==> config.mk <==
export PLATFORM = sky130hd
export DESIGN_NAME = cache_mem_scheduler_flat
export DESIGN_NICKNAME = d
export VERILOG_FILES = /design/src/rtl/cache_sched_pkg.sv /design/src/rtl/cache_mem_scheduler_if.sv /design/src/rtl/cache_req_slot.sv /design/src/rtl/cache_mem_scheduler.sv /design/src/flat_wrapper.sv
export SDC_FILE = /design/constraint.sdc
export NUM_CORES = 1
export LEC_CHECK = 0
export CAP_MARGIN = 10
export CORE_MARGIN = 2
export CORE_UTILIZATION = 42
export DETAILED_ROUTE_END_ITERATION = 10
export PLACE_DENSITY = 0.76
export REMOVE_ABC_BUFFERS = 1
export SLEW_MARGIN = 20
export SYNTH_ARGS = -nofsm -noshare
export SYNTH_HDL_FRONTEND = slang
export SYNTH_SLANG_ARGS = --single-unit
==> constraint.sdc <==
create_clock -name clk -period 1.6 [get_ports clk]
set_input_delay 0.32 -clock clk [delete_from_list [all_inputs] [get_ports clk]]
set_output_delay 0.32 -clock clk [all_outputs]
set_load 0.01 [all_outputs]
==> src/rtl/cache_sched_pkg.sv <==
// Shared constants for the cache miss memory scheduler.
// FSM encodings, requester IDs and timeout counter width.
package cache_sched_pkg;

    localparam int CNT_W = 8;

    localparam logic REQ_I = 1'b0;
    localparam logic REQ_D = 1'b1;

    localparam logic [1:0] IDLE  = 2'd0;
    localparam logic [1:0] ISSUE = 2'd1;
    localparam logic [1:0] RESP  = 2'd2;

endpackage

==> src/rtl/cache_mem_scheduler_if.sv <==
// Shared memory port: one transaction, completed by mem_ready.
// The scheduler is the master; the memory is the slave.
interface cache_mem_scheduler_if #(
    parameter int ADDR_W = 32,
    parameter int DATA_W = 32
);
    logic              mem_valid;
    logic [ADDR_W-1:0] mem_addr;
    logic              mem_we;
    logic [DATA_W-1:0] mem_wdata;
    logic              mem_ready;
    logic [DATA_W-1:0] mem_rdata;

    modport master (
        output mem_valid, mem_addr, mem_we, mem_wdata,
        input  mem_ready, mem_rdata
    );

    modport slave (
        input  mem_valid, mem_addr, mem_we, mem_wdata,
        output mem_ready, mem_rdata
    );
endinterface

==> src/rtl/cache_req_slot.sv <==
// One outstanding request per requester: pending bit plus fields.
// A grant frees the slot, so a same-cycle request refills it.
module cache_req_slot #(
    parameter int ADDR_W = 32,
    parameter int DATA_W = 32
) (
    input  logic              clk,
    input  logic              reset,
    input  logic              set_i,
    input  logic              clr_i,
    input  logic [ADDR_W-1:0] addr_i,
    input  logic              we_i,
    input  logic [DATA_W-1:0] wdata_i,
    output logic              pending_o,
    output logic [ADDR_W-1:0] addr_o,
    output logic              we_o,
    output logic [DATA_W-1:0] wdata_o
);

    logic              pending_q;
    logic [ADDR_W-1:0] addr_q;
    logic              we_q;
    logic [DATA_W-1:0] wdata_q;

    always_ff @(posedge clk) begin
        if (reset) begin
            pending_q <= 1'b0;
            addr_q    <= '0;
            we_q      <= 1'b0;
            wdata_q   <= '0;
        end else if (set_i && (!pending_q || clr_i)) begin
            pending_q <= 1'b1;
            addr_q    <= addr_i;
            we_q      <= we_i;
            wdata_q   <= wdata_i;
        end else if (clr_i) begin
            pending_q <= 1'b0;
        end
    end

    assign pending_o = pending_q;
    assign addr_o    = addr_q;
    assign we_o      = we_q;
    assign wdata_o   = wdata_q;

endmodule

==> src/rtl/cache_mem_scheduler.sv <==
// Round-robin sequencer of I-cache and D-cache misses onto one
// memory port, with a bounded wait and per-side done pulses.
module cache_mem_scheduler
    import cache_sched_pkg::*;
#(
    parameter int ADDR_W  = 32,
    parameter int DATA_W  = 32,
    parameter int TIMEOUT = 255
) (
    input  logic                  clk,
    input  logic                  reset,
    input  logic                  i_req,
    input  logic [ADDR_W-1:0]     i_addr,
    output logic                  i_done,
    input  logic                  d_req,
    input  logic [ADDR_W-1:0]     d_addr,
    input  logic                  d_we,
    input  logic [DATA_W-1:0]     d_wdata,
    output logic                  d_done,
    output logic [DATA_W-1:0]     rdata,
    output logic                  busy,
    output logic                  timeout_err,
    cache_mem_scheduler_if.master mem
);

    localparam logic [CNT_W-1:0] LAST = CNT_W'(TIMEOUT - 1);

    logic              i_pend, d_pend, i_clr, d_clr;
    logic [ADDR_W-1:0] i_sa, d_sa;
    logic              i_swe, d_swe;
    logic [DATA_W-1:0] i_swd, d_swd;
    logic              grant, side;

    logic [1:0]        state_q, state_d;
    logic              valid_q, valid_d;
    logic [ADDR_W-1:0] addr_q, addr_d;
    logic              we_q, we_d;
    logic [DATA_W-1:0] wdata_q, wdata_d;
    logic [DATA_W-1:0] rdata_q, rdata_d;
    logic              last_q, last_d;
    logic              side_q, side_d;
    logic [CNT_W-1:0]  cnt_q, cnt_d;
    logic              idone_q, idone_d;
    logic              ddone_q, ddone_d;
    logic              tmo_q, tmo_d;

    cache_req_slot #(.ADDR_W(ADDR_W), .DATA_W(DATA_W)) u_i_slot (
        .clk, .reset,
        .set_i(i_req), .clr_i(i_clr),
        .addr_i(i_addr), .we_i(1'b0), .wdata_i('0),
        .pending_o(i_pend), .addr_o(i_sa),
        .we_o(i_swe), .wdata_o(i_swd)
    );

    cache_req_slot #(.ADDR_W(ADDR_W), .DATA_W(DATA_W)) u_d_slot (
        .clk, .reset,
        .set_i(d_req), .clr_i(d_clr),
        .addr_i(d_addr), .we_i(d_we), .wdata_i(d_wdata),
        .pending_o(d_pend), .addr_o(d_sa),
        .we_o(d_swe), .wdata_o(d_swd)
    );

    // On a tie, serve the side that did not win last time.
    assign side  = (i_pend && d_pend) ? ~last_q : d_pend;
    assign grant = (state_q == IDLE) && (i_pend || d_pend);
    assign i_clr = grant && (side == REQ_I);
    assign d_clr = grant && (side == REQ_D);

    always_comb begin
        state_d = state_q;
        valid_d = valid_q;
        addr_d  = addr_q;
        we_d    = we_q;
        wdata_d = wdata_q;
        rdata_d = rdata_q;
        last_d  = last_q;
        side_d  = side_q;
        cnt_d   = cnt_q;
        idone_d = 1'b0;
        ddone_d = 1'b0;
        tmo_d   = 1'b0;
        case (state_q)
            IDLE: begin
                if (grant) begin
                    state_d = ISSUE;
                    valid_d = 1'b1;
                    addr_d  = (side == REQ_D) ? d_sa : i_sa;
                    we_d    = (side == REQ_D) ? d_swe : i_swe;
                    wdata_d = (side == REQ_D) ? d_swd : i_swd;
                    last_d  = side;
                    side_d  = side;
                    cnt_d   = '0;
                end
            end
            ISSUE: begin
                if (mem.mem_ready || cnt_q == LAST) begin
                    state_d = RESP;
                    valid_d = 1'b0;
                    idone_d = (side_q == REQ_I);
                    ddone_d = (side_q == REQ_D);
                    if (!mem.mem_ready) begin
                        rdata_d = '0;
                        tmo_d   = 1'b1;
                    end else if (!we_q) begin
                        rdata_d = mem.mem_rdata;
                    end
                end else begin
                    cnt_d = cnt_q + 1'b1;
                end
            end
            RESP:    state_d = IDLE;
            default: state_d = IDLE;
        endcase
    end

    always_ff @(posedge clk) begin
        if (reset) begin
            state_q <= IDLE;
            valid_q <= 1'b0;
            addr_q  <= '0;
            we_q    <= 1'b0;
            wdata_q <= '0;
            rdata_q <= '0;
            last_q  <= REQ_D;
            side_q  <= REQ_I;
            cnt_q   <= '0;
            idone_q <= 1'b0;
            ddone_q <= 1'b0;
            tmo_q   <= 1'b0;
        end else begin
            state_q <= state_d;
            valid_q <= valid_d;
            addr_q  <= addr_d;
            we_q    <= we_d;
            wdata_q <= wdata_d;
            rdata_q <= rdata_d;
            last_q  <= last_d;
            side_q  <= side_d;
            cnt_q   <= cnt_d;
            idone_q <= idone_d;
            ddone_q <= ddone_d;
            tmo_q   <= tmo_d;
        end
    end

    assign mem.mem_valid = valid_q;
    assign mem.mem_addr  = addr_q;
    assign mem.mem_we    = we_q;
    assign mem.mem_wdata = wdata_q;
    assign rdata         = rdata_q;
    assign i_done        = idone_q;
    assign d_done        = ddone_q;
    assign timeout_err   = tmo_q;
    assign busy          = (state_q != IDLE);

endmodule

==> src/flat_wrapper.sv <==
// flat-port wrapper written by rule: the top's interface ports become plain ports
module cache_mem_scheduler_flat import cache_sched_pkg::*;
#(
    parameter int ADDR_W  = 32,
    parameter int DATA_W  = 32,
    parameter int TIMEOUT = 255
)
  (clk, reset, i_req, i_addr, i_done, d_req, d_addr, d_we, d_wdata, d_done, rdata, busy, timeout_err, mem_mem_valid, mem_mem_addr, mem_mem_we, mem_mem_wdata, mem_mem_ready, mem_mem_rdata);
  cache_mem_scheduler_if #(.ADDR_W(ADDR_W), .DATA_W(DATA_W)) mem_i ();
  input  logic clk;
  input  logic reset;
  input  logic i_req;
  input  logic [ADDR_W-1:0] i_addr;
  output logic i_done;
  input  logic d_req;
  input  logic [ADDR_W-1:0] d_addr;
  input  logic d_we;
  input  logic [DATA_W-1:0] d_wdata;
  output logic d_done;
  output logic [DATA_W-1:0] rdata;
  output logic busy;
  output logic timeout_err;
  output wire logic [$bits(mem_i.mem_valid)-1:0] mem_mem_valid;
  output wire logic [$bits(mem_i.mem_addr)-1:0] mem_mem_addr;
  output wire logic [$bits(mem_i.mem_we)-1:0] mem_mem_we;
  output wire logic [$bits(mem_i.mem_wdata)-1:0] mem_mem_wdata;
  input wire logic [$bits(mem_i.mem_ready)-1:0] mem_mem_ready;
  input wire logic [$bits(mem_i.mem_rdata)-1:0] mem_mem_rdata;
  assign mem_mem_valid = mem_i.mem_valid;
  assign mem_mem_addr = mem_i.mem_addr;
  assign mem_mem_we = mem_i.mem_we;
  assign mem_mem_wdata = mem_i.mem_wdata;
  assign mem_i.mem_ready = mem_mem_ready;
  assign mem_i.mem_rdata = mem_mem_rdata;
  cache_mem_scheduler #(.ADDR_W(ADDR_W), .DATA_W(DATA_W), .TIMEOUT(TIMEOUT)) u_core (.clk(clk), .reset(reset), .i_req(i_req), .i_addr(i_addr), .i_done(i_done), .d_req(d_req), .d_addr(d_addr), .d_we(d_we), .d_wdata(d_wdata), .d_done(d_done), .rdata(rdata), .busy(busy), .timeout_err(timeout_err), .mem(mem_i));
endmodule
==> results of run 1 <==
## metrics by stage
step	cells	setup WS [ns]	area, um^2	power [W]
floorplan	743	-1.43	7120	0.00636
global placement	1251	-0.0998	10300	0.00739
detailed placement	1251	-0.120	10300	0.00742
CTS	1289	-0.0190	10900	0.0124
global route	1292	-0.0485	11000	0.0127
finish	1292	0.00371	11000	0.0123
## layout make-up
class | instances | area share
Sequential cell | 212 | 0.386
Multi-Input combinational cell | 526 | 0.267
Timing Repair Buffer | 287 | 0.255
Clock buffer | 30 | 0.0582
Tap cell | 225 | 0.0256
Clock inverter | 7 | 0.00671
Inverter | 5 | 0.00171
## critical path, cell delays in order (launching register included)
cell and delay (ns):
dfxtp_2 0.33, or2_4 0.28, buf_4 0.16
## cells in the mapped netlist (2+ instances only)
master	instances
a21oi_1	105
dfxtp_1	212
nor2b_1	2
nand2_1	136
a211oi_2	2
a222oi_1	32
a31oi_1	7
buf_6	3
buf_2	26
clkbuf_1	43
nand3_1	36
and2_1	2
ha_1	2
nor3_1	2
o21a_1	2
nor2_1	75
a22oi_1	33
and3_1	2
o21ai_0	36
a211o_1	2
nand2b_1	3
inv_1	5
a41oi_1	2
a22o_1	32
## power groups by stage
stage / registers (W) / logic (W) / clock network [W]
after detailed placement: 0.00579 / 0.00163 / 0
after global placement: 0.00579 / 0.00160 / 0
after CTS: 0.00568 / 0.00158 / 0.00512
after floorplan: 0.00581 / 0.000551 / 0
after global routing: 0.00570 / 0.00173 / 0.00531
final: 0.00568 / 0.00159 / 0.00501
## layer usage
layer	track usage	vias to the layer above
met4	0.0647	0
met5	0	-
met3	0.0732	40
li1	-	3372
met1	0.263	3308
met2	0.388	261
## cell families (layout without fill, tap and decap cells)
| group | after synthesis | after routing |
|---|---|---|
| buffers and inverters | 78 | 329 |
| adder cells (fa/ha/maj) | 2 | 2 |
| flip-flops | 212 | 212 |
| AO/OA/AOI/OAI | 258 | 258 |
| AND/OR/NAND/NOR | 266 | 266 |
## flip-flops by register name (all words and copies together) (netlist names)
name,count
u_core.mem.mem_addr,32
u_core.mem.mem_wdata,32
u_core.rdata,32
u_core.u_d_slot.addr_o,32
u_core.u_d_slot.wdata_o,32
u_core.u_i_slot.addr_o,32
u_core.cnt_q,8
u_core.state_q,2
u_core.d_done,1
u_core.i_done,1
u_core.last_q,1
u_core.mem.mem_valid,1
u_core.mem.mem_we,1
u_core.side_q,1
u_core.timeout_err,1
u_core.u_d_slot.pending_o,1
u_core.u_d_slot.we_o,1
u_core.u_i_slot.pending_o,1
## how the worst max path moves through the flow
stage / end / slack, ns / cells after the start
3_3_place_gp: u_core.rdata[20]$_SDFFE_PP0P_ / -0.1 / 5
5_1_grt: u_core.mem.mem_addr[21]$_SDFFE_PP0P_ / -0.05 / 5
4_1_cts: busy / -0.02 / 2
6_report: busy / 0.004 / 2
2_1_floorplan: u_core.u_d_slot.addr_o[0]$_SDFFE_PP0P_ / -1.43 / 4
3_5_place_dp: u_core.cnt_q[7]$_SDFFE_PP0P_ / -0.12 / 5
## what timing repair did
item,in CTS,in global routing
pin swaps,4,8
endpoints found under the setup margin,119,53
setup buffers,1,3
resized for setup,108,15
endpoints found under the hold margin,0,0
==> impl_results.md, run 1 <==
* Status: completed
* P_int at 0.00930 W
* Area share of the largest cell type after synthesis at 0.570
* Initial Util at 0.431
* Via count at 6981
* Syn. warnings at 0
* Seq/Total Area, Yosys at 0.570
* RSZ-0062 raised after global routing: true
* Sw Ratio at 0.242
* Diodes inserted at 0
* Ys flop type: dfxtp_1
* Post-synthesis mux area share at 0
* Avg Inst Size Synth at 9.13 um^2
* Iter 0 DRT Violations at 514
* Routed wl met2 at 10400 um
* Vias in the first global route at 6578
* Min-delay src: reset
* Routed Wire Length at 22000 um
* Slew margin rel. at 0.617
* Worst r2r dst: u_core.mem.mem_addr[21]$_SDFFE_PP0P_
* Hold path endpoint: u_core.u_d_slot.we_o$_SDFFE_PP0P_
* Die Area at 18800 um^2
* Hold depth at 3
* Vias/cell at 5.40
* Routed len/inst at 17.0 um
* Seq. cell area at 4250 um^2
* LEAKAGE at 4.63 nW
* Pwr per Cell Area at 1120 nW/um^2
* Post-synthesis adder-cell area fraction at 0.00336
* F_max at 626 MHz
* Worst slew pin tran at approximately 0.58 ns
* Fin. max-slew vios at 0
* Total track usage at 0.223
* Startpoint types: flip-flop
* Share of layout cells above drive strength 1 at 0.108
* Period utilization at 0.998
* Layout area overhead at 47.7%
* Crit. Startpoint: u_core.state_q[0]$_SDFFE_PP0P_
* Largest area contributor in the netlist: dfxtp_1
* Most common cell after layout, fill and taps aside: dfxtp_1
* Routed Antenna Nets at 0
* Multi-input gate area in the final layout at 2930 um^2
* Cts hold-fix bufs at 0
* Placed wire-length estimate at between 10000 and 15000 um
* Critical Path Fanout Max at 5
* Async SR Flop Fraction at 0
* Hold Vio Cnt, Final at 0
* Compound-gate portion of the synthesized area at 0.231
* Fillers at 1516
* Worst reg2reg startpoint: u_core.state_q[0]$_SDFFE_PP0P_
* Tmin final at 1.60 ns
* Yosys cell types at 38
* Critical Path End Type: primary output
* Worst hold path type: input pin to flip-flop
* Seq cells post-synth at 212
* Gate Count Post-Synth at 816
* CTS sink cnt at 212
* Placer Congestion at between 0.8 and 0.9
* EDFF count, synth at 0
* Mapped Area at 7450 um^2
* Psw at 0.00298 W
* Clk pwr share at 0.408
* DRT Pass-1 Iters at 6
* Flop2flop setup slack at 0.02 ns
* Die H at 137 um
* Util after Layout at 0.636
* Flop pwr share at 0.463
* Core area at 17300 um^2
* Io pins at 236
* Max-Cap Viols at 0
* XOR/XNOR Fraction of Synth Area at 0
* Setup Crit Path Kind: flip-flop to primary output
* Row count at 48
* Combinational Power Share at 0.129
* Top Metal Used: met4
* Req. time, crit path at 1.28 ns
* Clk buf depth at 3
* Post-Route M1 WL at 8810 um
* Clock root cell: clkbuf_16
* Reg clk slew, reported paths at 0.06 ns
* Largest family of logic cells by synthesized area: compound AO/OA/AOI/OAI gates
* Worst vdd ir at roughly 830 uV
* Highest-count cells in the layout ignoring fill and taps: dfxtp_1 (207), nand2_1 (136), clkdlybuf4s50_1 (132), a21oi_1 (105), dlygate4sd2_1 (101)
* Drt drc at 0
* Final Setup Violations at 0
* Hold_ws at 0.231 ns
* Final #Nets at 1190
* IO buf count at around 240
* Worst EP arrival at between 1 and 1.5 ns
* Skew-Pair Late Insertion Delay at a little over 0.5 ns
* R2R cell count at 5
* Largest net degree at the start of global routing at 130
* Overflow after GRT at 0
* CTS buffer count at 22
* H-tree lvl count at 1
* DIE WIDTH at 137 um
* Synth area leaders: dfxtp_1 (57%), a21oi_1 (7.1%), nand2_1 (6.9%), a222oi_1 (4.3%), nor2_1 (3.8%)
* Final Skew at 0.0201 ns
* Metal3 WL at between 2000 and 2500 um
* First-pass GRT wire length at 33600 um
* CTS tree: done
* Initial antenna violation count at 0
* Setup Total Neg Slack at 0 ns
* Simple-gate share of the synthesized area at 0.148
Note: power is estimated with default switching activity, not from simulation.
==> run 2, diff against run 1 <==
--- a/config.mk
+++ b/config.mk
@@ -6,10 +6,11 @@
 export NUM_CORES = 1
 export LEC_CHECK = 0
 export CAP_MARGIN = 10
-export CORE_MARGIN = 2
-export CORE_UTILIZATION = 42
+export CORE_MARGIN = 1
+export CORE_UTILIZATION = 46
 export DETAILED_ROUTE_END_ITERATION = 10
-export PLACE_DENSITY = 0.76
+export GPL_TIMING_DRIVEN = 0
+export PLACE_DENSITY = 0.79
 export REMOVE_ABC_BUFFERS = 1
 export SLEW_MARGIN = 20
 export SYNTH_ARGS = -nofsm -noshare
==> constraint.sdc (replaced) <==
create_clock -name clk -period 1.5 [get_ports clk]
set_input_delay 0.3 -clock clk [delete_from_list [all_inputs] [get_ports clk]]
set_output_delay 0.3 -clock clk [all_outputs]
set_load 0.01 [all_outputs]
==> run 2 against run 1 <==
- final cell count is 3.5% higher
- largest cell class unchanged
- non-clock buffer count is 51 higher
- the run now ends with setup timing left
- critical endpoint is now u_core.u_i_slot.addr_o[24]$_SDFFE_PP0P_
- combinational power is 78% higher
==> impl_results.md, run 2 (synthesis gave the netlist of run 1 again) <==
* Worst slew pin tran at 0.658 ns
* Slowest cell on the critical path: dfxtp_4
* Status: finished, violations left
* DRT Pass-1 Iters at 6
* Final Skew at 0.00828 ns
* Skew-Pair Late Insertion Delay at 0.50 ns
* Max-Cap Viols at 0
* P_int at 0.0108 W
* Die H at 129 um
* Pwr per Cell Area at 1120 nW/um^2
* Largest net degree at the start of global routing at between 90 and 100
* Placer Congestion at approximately 0.79
* Reg clk slew, reported paths at 0.06 ns
* Initial Util at 0.471
* Sw Ratio at 0.260
* Core area at 15800 um^2
* Drt drc at 0
* Diodes inserted at 0
* Vias in the first global route at 7482
* Psw at roughly 0.0038 W
* CTS buffer count at 22
* Cts hold-fix bufs at 0
* Initial antenna violation count at 0
* Overflow after GRT at 0
* H-tree lvl count at 1
* Crit-path max cell delay at 0.36 ns
* Placed Cells at 1207
* IO buf count at approximately 240
* Flop2flop setup slack at -0.26 ns
* Routed len/inst at between 20 and 25 um
* Worst path top cell family by delay: buffers and inverters
* Placed standard-cell area at 10100 um^2
* Critical Path Fanout Max at 5
* Setup Crit Path Kind: flip-flop to flip-flop
* Clk buf depth at 3
* Most common cell after layout, fill and taps aside: dfxtp_1
* Non-filler cells, final at approximately 1300
* Fin area at 13000 um^2
* Flop pwr share at 0.419
* Worst hold path type: input pin to flip-flop
* Req. time, crit path at 1.92 ns
* Worst slack, placed at -0.774 ns
* Fin. max-slew vios at 0
* Vias/cell at 5.88
* Cell mode on critical path: buf_6
* CTS sink cnt at around 210
* Routed Wire Length at 30900 um
* Setup ws final at -0.258 ns
* Clock root cell: clkbuf_16
* Final Setup Violations at around 210
* Startpoint types: flip-flop
* Row count at 46
* Buf/Inv on CP at 4
* First-pass GRT wire length at just over 40000 um
* Hold Vio Cnt, Final at 0
* DIE WIDTH at 129 um
* RSZ-0062 raised after global routing: true
* Period utilization at 1.17
* Share of layout cells above drive strength 1 at 0.301
* Slew margin rel. at 0.561
* Critical path cell sequence: or2_4 > buf_6 > buf_6 > o21ai_4 > buf_4 > clkbuf_16 > nand3_1 > a21oi_1
* Hold_ws at roughly 0.23 ns
* Io pins at 236
* Highest-count cells in the layout ignoring fill and taps: dfxtp_1 (199), clkdlybuf4s50_1 (131), dlygate4sd2_1 (95), nor2_1 (75)
* Util after Layout at 0.824
* Critical Path End Type: flip-flop
* Placed wire-length estimate at 13400 um
* Tmin final at 1.76 ns
* Worst vdd ir at 887 uV
* Combinational Power Share at 0.194
* Routed Antenna Nets at 0
* Die Area at 16700 um^2
* Clk pwr share at 0.387
* F_max at approximately 570 MHz
* Total track usage at 0.324
* Final #Nets at about 1200
* LEAKAGE at 5.44 nW
* Layout area overhead at 75.1%
* Failing checks: setup timing
* Via count at just under 8000
* Worst EP arrival at about 2.2 ns
* CTS tree: done
* Iter 0 DRT Violations at just under 800
## run 2: timing repair
action | in CTS | in global routing
gates resized for setup | 271 | 155
cloned | 21 | 16
pin swaps | 85 | 143
endpoints found under the setup margin | 309 | 216
setup buffers | 54 | 18
## run 2: worst register-to-register path: stages, from the launching register on
cell,delay [ns]
dfxtp_4,0.36
or2_4,0.26
buf_6,0.14
buf_6,0.12
o21ai_4,0.22
buf_4,0.19
clkbuf_16,0.15
nand3_1,0.08
a21oi_1,0.18
## run 2: area by class of cell
type | count | area (um^2)
clock buffer | 32 | 669
clock inverter | 5 | 80.1
fill | 872 | 2790
inverter | 5 | 22.5
multi-input combinational | 528 | 3780
sequential | 212 | 4270
tap | 216 | 270
timing repair buffer | 338 | 3940
timing repair inverter | 1 | 7.51
## run 2: per-layer routing
layer,wire length [um],share of wire,global-route usage,up-vias
li1,-,-,-,3499
met5,0,0,0,-
met4,1930,0.063,0.187,0
met3,3110,0.10,0.0950,119
met2,15000,0.49,0.555,509
met1,10800,0.35,0.359,3729
## run 2: power by group through the flow
stage,combinational (W),clock (W),sequential [W]
after CTS,0.00248,0.00566,0.00609
final,0.00283,0.00566,0.00613
after global placement,0.00151,0,0.00617
after detailed placement,0.00165,0,0.00618
after floorplan,0.000588,0,0.00619
after global routing,0.00295,0.00596,0.00615
## run 2: through the flow
| stage | TNS [ns] | power, W |
|---|---|---|
| final | -27.11 | 0.0146 |
| after global placement | -968.50 | 0.00768 |
| after floorplan | -188.50 | 0.00678 |
| after global routing | -37.48 | 0.0151 |
| after CTS | -14.99 | 0.0142 |
| after detailed placement | -82.99 | 0.00784 |
## run 2: worst paths after layout
path                            cells after the start                                  endpoint                                     from
worst max-delay path                                8   u_core.u_i_slot.addr_o[24]$_SDFFE_PP0P_           u_core.state_q[1]$_SDFFE_PP0P_
worst min-delay path                                2  u_core.u_d_slot.wdata_o[20]$_SDFFE_PP0P_                                    reset
worst max register to register                      8   u_core.u_i_slot.addr_o[24]$_SDFFE_PP0P_           u_core.state_q[1]$_SDFFE_PP0P_
worst min register to register                      2   u_core.u_d_slot.addr_o[25]$_SDFFE_PP0P_  u_core.u_d_slot.addr_o[25]$_SDFFE_PP0P_
==> run 3, diff against run 2 <==
--- a/config.mk
+++ b/config.mk
@@ -8,6 +8,7 @@
 export CAP_MARGIN = 10
 export CORE_MARGIN = 1
 export CORE_UTILIZATION = 46
+export CTS_CLUSTER_DIAMETER = 100
 export DETAILED_ROUTE_END_ITERATION = 10
 export GPL_TIMING_DRIVEN = 0
 export PLACE_DENSITY = 0.79
==> results of run 3 <==
The final DEF is identical to that of run 2; final timing and power are the same.
==> RTL change 1: new RTL, config.mk and constraints of run 1 <==
`ADDR_W` is set to 32 in 4 places; all go to 48.
--- a/src/rtl/cache_mem_scheduler_if.sv
+++ b/src/rtl/cache_mem_scheduler_if.sv
@@ -1,7 +1,7 @@
 // Shared memory port: one transaction, completed by mem_ready.
 // The scheduler is the master; the memory is the slave.
 interface cache_mem_scheduler_if #(
-    parameter int ADDR_W = 32,
+    parameter int ADDR_W = 48,
     parameter int DATA_W = 32
 );
     logic              mem_valid;
--- a/src/rtl/cache_req_slot.sv
+++ b/src/rtl/cache_req_slot.sv
@@ -1,7 +1,7 @@
 // One outstanding request per requester: pending bit plus fields.
 // A grant frees the slot, so a same-cycle request refills it.
 module cache_req_slot #(
-    parameter int ADDR_W = 32,
+    parameter int ADDR_W = 48,
     parameter int DATA_W = 32
 ) (
     input  logic              clk,
--- a/src/rtl/cache_mem_scheduler.sv
+++ b/src/rtl/cache_mem_scheduler.sv
@@ -3,7 +3,7 @@
 module cache_mem_scheduler
     import cache_sched_pkg::*;
 #(
-    parameter int ADDR_W  = 32,
+    parameter int ADDR_W  = 48,
     parameter int DATA_W  = 32,
     parameter int TIMEOUT = 255
 ) (
--- a/src/flat_wrapper.sv
+++ b/src/flat_wrapper.sv
@@ -1,7 +1,7 @@
 // flat-port wrapper written by rule: the top's interface ports become plain ports
 module cache_mem_scheduler_flat import cache_sched_pkg::*;
 #(
-    parameter int ADDR_W  = 32,
+    parameter int ADDR_W  = 48,
     parameter int DATA_W  = 32,
     parameter int TIMEOUT = 255
 )
Ports: changed (resized d_addr, i_addr and mem_mem_addr); port bits go from 236 to 284. The function was not compared with the original's and may differ.
==> RTL change 1 against run 1 <==
The run now ends with negative setup slack left; fmax decreased by 1.3%; sequential power increased by 23%; synthesized cell count increased by 24%; synthesized area increased by 23%; setup slack got worse by 0.021 ns; clock power increased by 30%; wire length increased by 33%; power increased by 27%; sequential cell count increased by 48; design area increased by 25%; non-clock buffer count increased by 62; critical endpoint is now u_core.rdata[19]$_SDFFE_PP0P_; highest routed layer is now met5.
==> RTL change 1: results (changes against run 1) <==
[drt]
drt_iter0_markers = 716  ; +39%
via_per_inst = 5.51  ; +1.9%
drt-total-wl_um = 29100  ; +33%
drt_first_pass_iters = 6  ; unchanged

[yosys]
seq_area_frac_synth = 0.570  ; about the same
yosys.cell_types.count = 37  ; -2.6%
synth_compound_area_frac = 0.232  ; +0.000459
synthMuxAreaShare = 0  ; unchanged
synth-adder-area-share = 0.00274  ; -0.000618
ys_top_cells_by_count = dfxtp_1, nand2_1, a21oi_1, nor2_1, clkbuf_1
synth-xor-area-share = 0  ; unchanged
synthCells = 1012  ; +24%
async_flop_share = 0  ; unchanged
synth_ff_type = dfxtp_1
ys_warn_count = 0  ; unchanged
synthTopCellsByArea = dfxtp_1, a21oi_1, nand2_1, a222oi_1, nor2_1

[critical_path]
startpoint = u_core.cnt_q[5]$_SDFFE_PP0P_
cpPeakStageDelay_ns = 0.41  ; +0.08 ns
path_max_fanout = 8  ; +3
arrival_ns = 2.03  ; +0.75 ns
crit_slowest_cell = dfxtp_1

[cells_and_area]
nets = 1466  ; +23%
drive_above_1_share = 0.106  ; -0.00164
fin_cells = 1595  ; +23%

[placed_design]
placed_area_um2 = 12500  ; +21%
routabilityCongestion = 0.795  ; -2.3%
dp_slack_ns = -0.163  ; -0.0427 ns
port_buffers = 283  ; +20%
hpwl_um = 17400  ; +22%

[sta]
final-setup-viol-count = 12  ; +12
finalWorstSetupSlack_ns = -0.0174  ; -0.0211 ns
finalClockSkew_ns = 0.0202  ; +0.000112 ns
max_slew_margin = 0.704  ; +0.0874

[power]
ir_worst_vdd_mv = 0.709  ; -15%
switching_share = 0.242  ; about the same
leakage_nw = 5.75  ; +24%

[clocking]
cts_max_path_buffers = 3  ; unchanged
insertion_delay_ns = 0.54  ; +0.03 ns
clockRootBuffer = clkbuf_16
cts_htree_levels = 1  ; unchanged
clk_pin_slew_ns = 0.06  ; about the same
numCtsBuffers = 28  ; +27%

[hold_path]
hold_start = reset
hp-class = primary input to register

[global_routing]
grt_pass1_wl_um = 41500  ; +23%
grt_pass1_vias = 8039  ; +22%
grt_use_total = 0.225  ; +0.00117
grt_max_degree = 106  ; -18%
antenna_found_initial = 2  ; +2

[run_status]
status = finished, violations left
failed_checks = negative setup slack

==> RTL change 1: changes by cell type after synthesis, sizes merged <==
| cell | before | now |
|---|---|---|
| o21ai | 38 | 54 |
| nand3 | 36 | 52 |
| dfxtp | 212 | 260 |
| clkbuf | 43 | 55 |
| buf | 30 | 38 |
| a21oi | 105 | 137 |
| nor2 | 75 | 91 |
| nand2 | 136 | 168 |
| a222oi | 32 | 48 |
==> RTL change 1: path summary, 6_finish.rpt <==
kind | to | depth (start not counted)
min reg2reg | u_core.i_done$_SDFF_PP0_ | 1
min | u_core.mem.mem_addr[37]$_SDFFE_PP0P_ | 3
max reg2reg | u_core.rdata[19]$_SDFFE_PP0P_ | 5
max | u_core.rdata[19]$_SDFFE_PP0P_ | 5
==> RTL change 1: kinds of logic after synthesis <==
group	count (synthesis)
AOI/OAI and AO/OA	322
adders and majority gates	2
buffers and inverters	98
DFF	260
and+or+nand+nor	330
==> RTL change 1: final cells by class <==
class                           instances  area, um^2
Sequential cell                       260        5210
Timing Repair Buffer                  349        3610
Clock buffer                           41         800
Multi-Input combinational cell        654        3650
Antenna cell                            1        2.50
Tap cell                              275         344
Clock inverter                         10         143
Inverter                                5        18.8
Fill cell                            1733        7380
==> RTL change 1: critical path, delay by kind of cell (launching register included) <==
family | cells | cell delay, ns
flops | 1 | 0.41
buf+inv | 1 | 0.21
simple gates | 1 | 0.23
compound gates | 3 | 0.64
==> RTL change 1: timing repair <==
action	CTS	global route
gates resized for setup	131	16
cloned	0	10
buffers inserted	1	10
pin swaps	3	11
endpoints found under the setup margin	147	110
==> RTL change 1: per-stage QoR <==
step / setup TNS, ns / utilization / hold WS, ns
after global placement: -4.37 / 0.593 / 0.423
after global routing: -1.84 / 0.651 / 0.261
after CTS: -0.0402 / 0.632 / 0.246
after detailed placement: -5.40 / 0.593 / 0.421
after floorplan: -314.66 / - / 0.389
final: -0.0942 / 0.651 / 0.252
==> RTL change 1: power by group through the flow <==
stage                     combinational (mW)  sequential, mW  clock [mW]
after global routing                    2.31            7.01        6.88
final                                   2.14            6.98        6.51
after floorplan                        0.697            7.13           0
after global placement                  1.98            7.10           0
after CTS                               1.95            6.97        6.63
after detailed placement                2.00            7.11           0
==> RTL change 1: metal layers <==
metal / global-route usage / part of all wire / wire length [um]
met1: 0.287 / 0.40 / 11600
met4: 0.0556 / 0.017 / 503
met5: 0 / 0.00038 / 11
met3: 0.0663 / 0.10 / 3020
met2: 0.373 / 0.48 / 14000
==> RTL change 2: new RTL, config.mk and constraints of run 1 <==
Without the edit above. Put one more register stage on the output `timeout_err`, with the module's reset. The value now appears one clock later. The other outputs are not delayed to match.
--- a/src/rtl/cache_mem_scheduler.sv
+++ b/src/rtl/cache_mem_scheduler.sv
@@ -150,7 +150,13 @@
     assign rdata         = rdata_q;
     assign i_done        = idone_q;
     assign d_done        = ddone_q;
-    assign timeout_err   = tmo_q;
+    always_ff @(posedge clk) begin
+        if (reset) begin
+            timeout_err <= '0;
+        end else begin
+            timeout_err <= tmo_q;
+        end
+    end
     assign busy          = (state_q != IDLE);
 
 endmodule
Function: no difference found for any inputs over 4 cycles, from zero or initial values and one cycle with reset high; that may be too few to reach the edited logic, so the function may still have changed.
==> RTL change 2 against run 1 <==
Synthesized cell count is 0.12% higher; utilization rose by 0.10 points; design area rose by 0.51%; wire length fell by 0.24%; clock power fell by 2%; sequential cell count grew 1; power shrank 0.37%; synthesized area is 0.44% higher; setup slack gained 0.024 ns; largest cell class unchanged.
==> RTL change 2: results (changes against run 1) <==
[clocking]
clockRootBuffer = clkbuf_16
clk_pin_slew_ns = 0.06  ; about the same
cts_max_path_buffers = 3  ; unchanged
numCtsBuffers = 23  ; +4.5%
cts_htree_levels = 1  ; unchanged
insertion_delay_ns = 0.50

[yosys]
synth-xor-area-share = 0  ; unchanged
ys_warn_count = 0  ; unchanged
synth-edff-count = 0  ; unchanged
seq_area_frac_synth = 0.570  ; about the same
synthMuxAreaShare = 0  ; unchanged
synth_compound_area_frac = 0.232  ; +0.00117
synthTopCellsByArea = dfxtp_1, a21oi_1, nand2_1, a222oi_1, nor2_1
ys_top_cells_by_count = dfxtp_1, nand2_1, a21oi_1, nor2_1, clkbuf_1
yosys.cell_types.count = 36  ; -5.3%
synth-adder-area-share = 0.00335  ; -0.0000146
async_flop_share = 0  ; unchanged

[global_routing]
grt_pass1_vias = 6487  ; -1.4%
antenna_found_initial = 1  ; +1
grt_max_degree = 130  ; unchanged
grt_use_total = 0.218  ; -0.00521
grtUsageMet1 = 0.270  ; +0.00651
grtUsageMet2 = 0.372  ; -0.0152
grtUsageMet3 = 0.0648  ; -0.00846
grt_pass1_wl_um = 32900  ; -2.0%

[critical_path]
path_max_fanout = 4  ; -1
arrival_ns = 1.25  ; -0.03 ns

[placed_design]
placed_area_um2 = 10300  ; -0.15%
port_buffers = 235  ; unchanged
routabilityCongestion = 0.777  ; -4.5%
hpwl_um = 14100  ; -1.3%

[cells_and_area]
nets = 1191  ; +0.084%
drive_above_1_share = 0.106  ; -0.00178

[drt]
drt_iter0_markers = 495  ; -3.7%
detail_route.wl_per_cell_um = 16.9  ; -0.24%
routed-via-count = 6904  ; -1.1%
drt_first_pass_iters = 9  ; +3

[run_status]
status = finished, final reports clean

[hold_path]
hp-class = primary input to register

[power]
switching_share = 0.239  ; -0.00374
ir_worst_vdd_mv = 0.765  ; -8.4%
leakage_nw = 4.63  ; +0.14%

[sta]
finalClockSkew_ns = 0.00616  ; -0.0140 ns
worst_pin_slew_ns = 0.590  ; +0.0148 ns

RTL change 2: cells by family (layout without fill, tap and decap cells):
family,after synthesis,count (layout)
AO/OA/AOI/OAI,261,261
buffers and inverters,78,327
adder cells (fa/ha/maj),2,2
flip-flops,213,213
other,0,1
AND/OR/NAND/NOR,263,263
RTL change 2: layer usage:
metal	share of wire	wire (um)
met2	0.47	10400
met1	0.41	8930
met4	0.014	308
met5	0	0
met3	0.10	2280
RTL change 2: worst paths after layout:
kind                                       start  cells past startpoint  slack [ns]                                   end
setup / recovery  u_core.state_q[1]$_SDFFE_PP0P_                      2        0.03                                  busy
hold / removal                             reset                      3        0.23        u_core.state_q[0]$_SDFFE_PP0P_
setup reg to reg  u_core.state_q[1]$_SDFFE_PP0P_                      5        0.03  u_core.mem.mem_addr[18]$_SDFFE_PP0P_
hold reg to reg          u_core.tmo_q$_SDFF_PP0_                      1        0.44         u_core.timeout_err$_SDFF_PP0_
RTL change 2: worst max-delay path, cell delays in order, from the launching register on:
cell and delay [ns]:
dfxtp_2 0.34, or2_4 0.27, buf_2 0.15
RTL change 2: timing repair:
action,in CTS,in global routing
endpoints found under the setup margin,110,88
pin swaps,5,15
buffers inserted,1,4
resized for setup,108,20
hold buffers,0,0
cloned,0,2
RTL change 2: final cells by class:
| type | instances | area, um^2 |
|---|---|---|
| well taps | 225 | 282 |
| flip-flops and latches | 213 | 4270 |
| fillers | 1481 | 6300 |
| clock buffers | 34 | 687 |
| multi-input cells | 526 | 2960 |
| clock inverters | 2 | 13.8 |
| repair buffers | 286 | 2830 |
| diodes | 1 | 2.50 |
| inverters | 5 | 18.8 |
RTL change 2: power by group through the flow:
| stage | Sequential (mW) | Combinational [mW] | Clock [mW] |
|---|---|---|---|
| finish | 5.70 | 1.61 | 4.92 |
| CTS | 5.70 | 1.57 | 5.03 |
| detailed placement | 5.82 | 1.62 | 0 |
| floorplan | 5.83 | 0.543 | 0 |
| global route | 5.73 | 1.75 | 5.25 |
| global placement | 5.81 | 1.59 | 0 |
RTL change 2: through the flow:
| step | power (mW) | setup slack, ns | setup TNS (ns) | std cells |
|---|---|---|---|---|
| global placement | 7.40 | -0.106 | -4.43 | 1248 |
| finish | 12.2 | 0.0278 | 0 | 1292 |
| CTS | 12.3 | -0.0115 | -0.0115 | 1285 |
| detailed placement | 7.43 | -0.162 | -7.24 | 1248 |
| floorplan | 6.38 | -1.43 | -159.36 | 744 |
| global route | 12.7 | -0.0563 | -0.368 | 1291 |
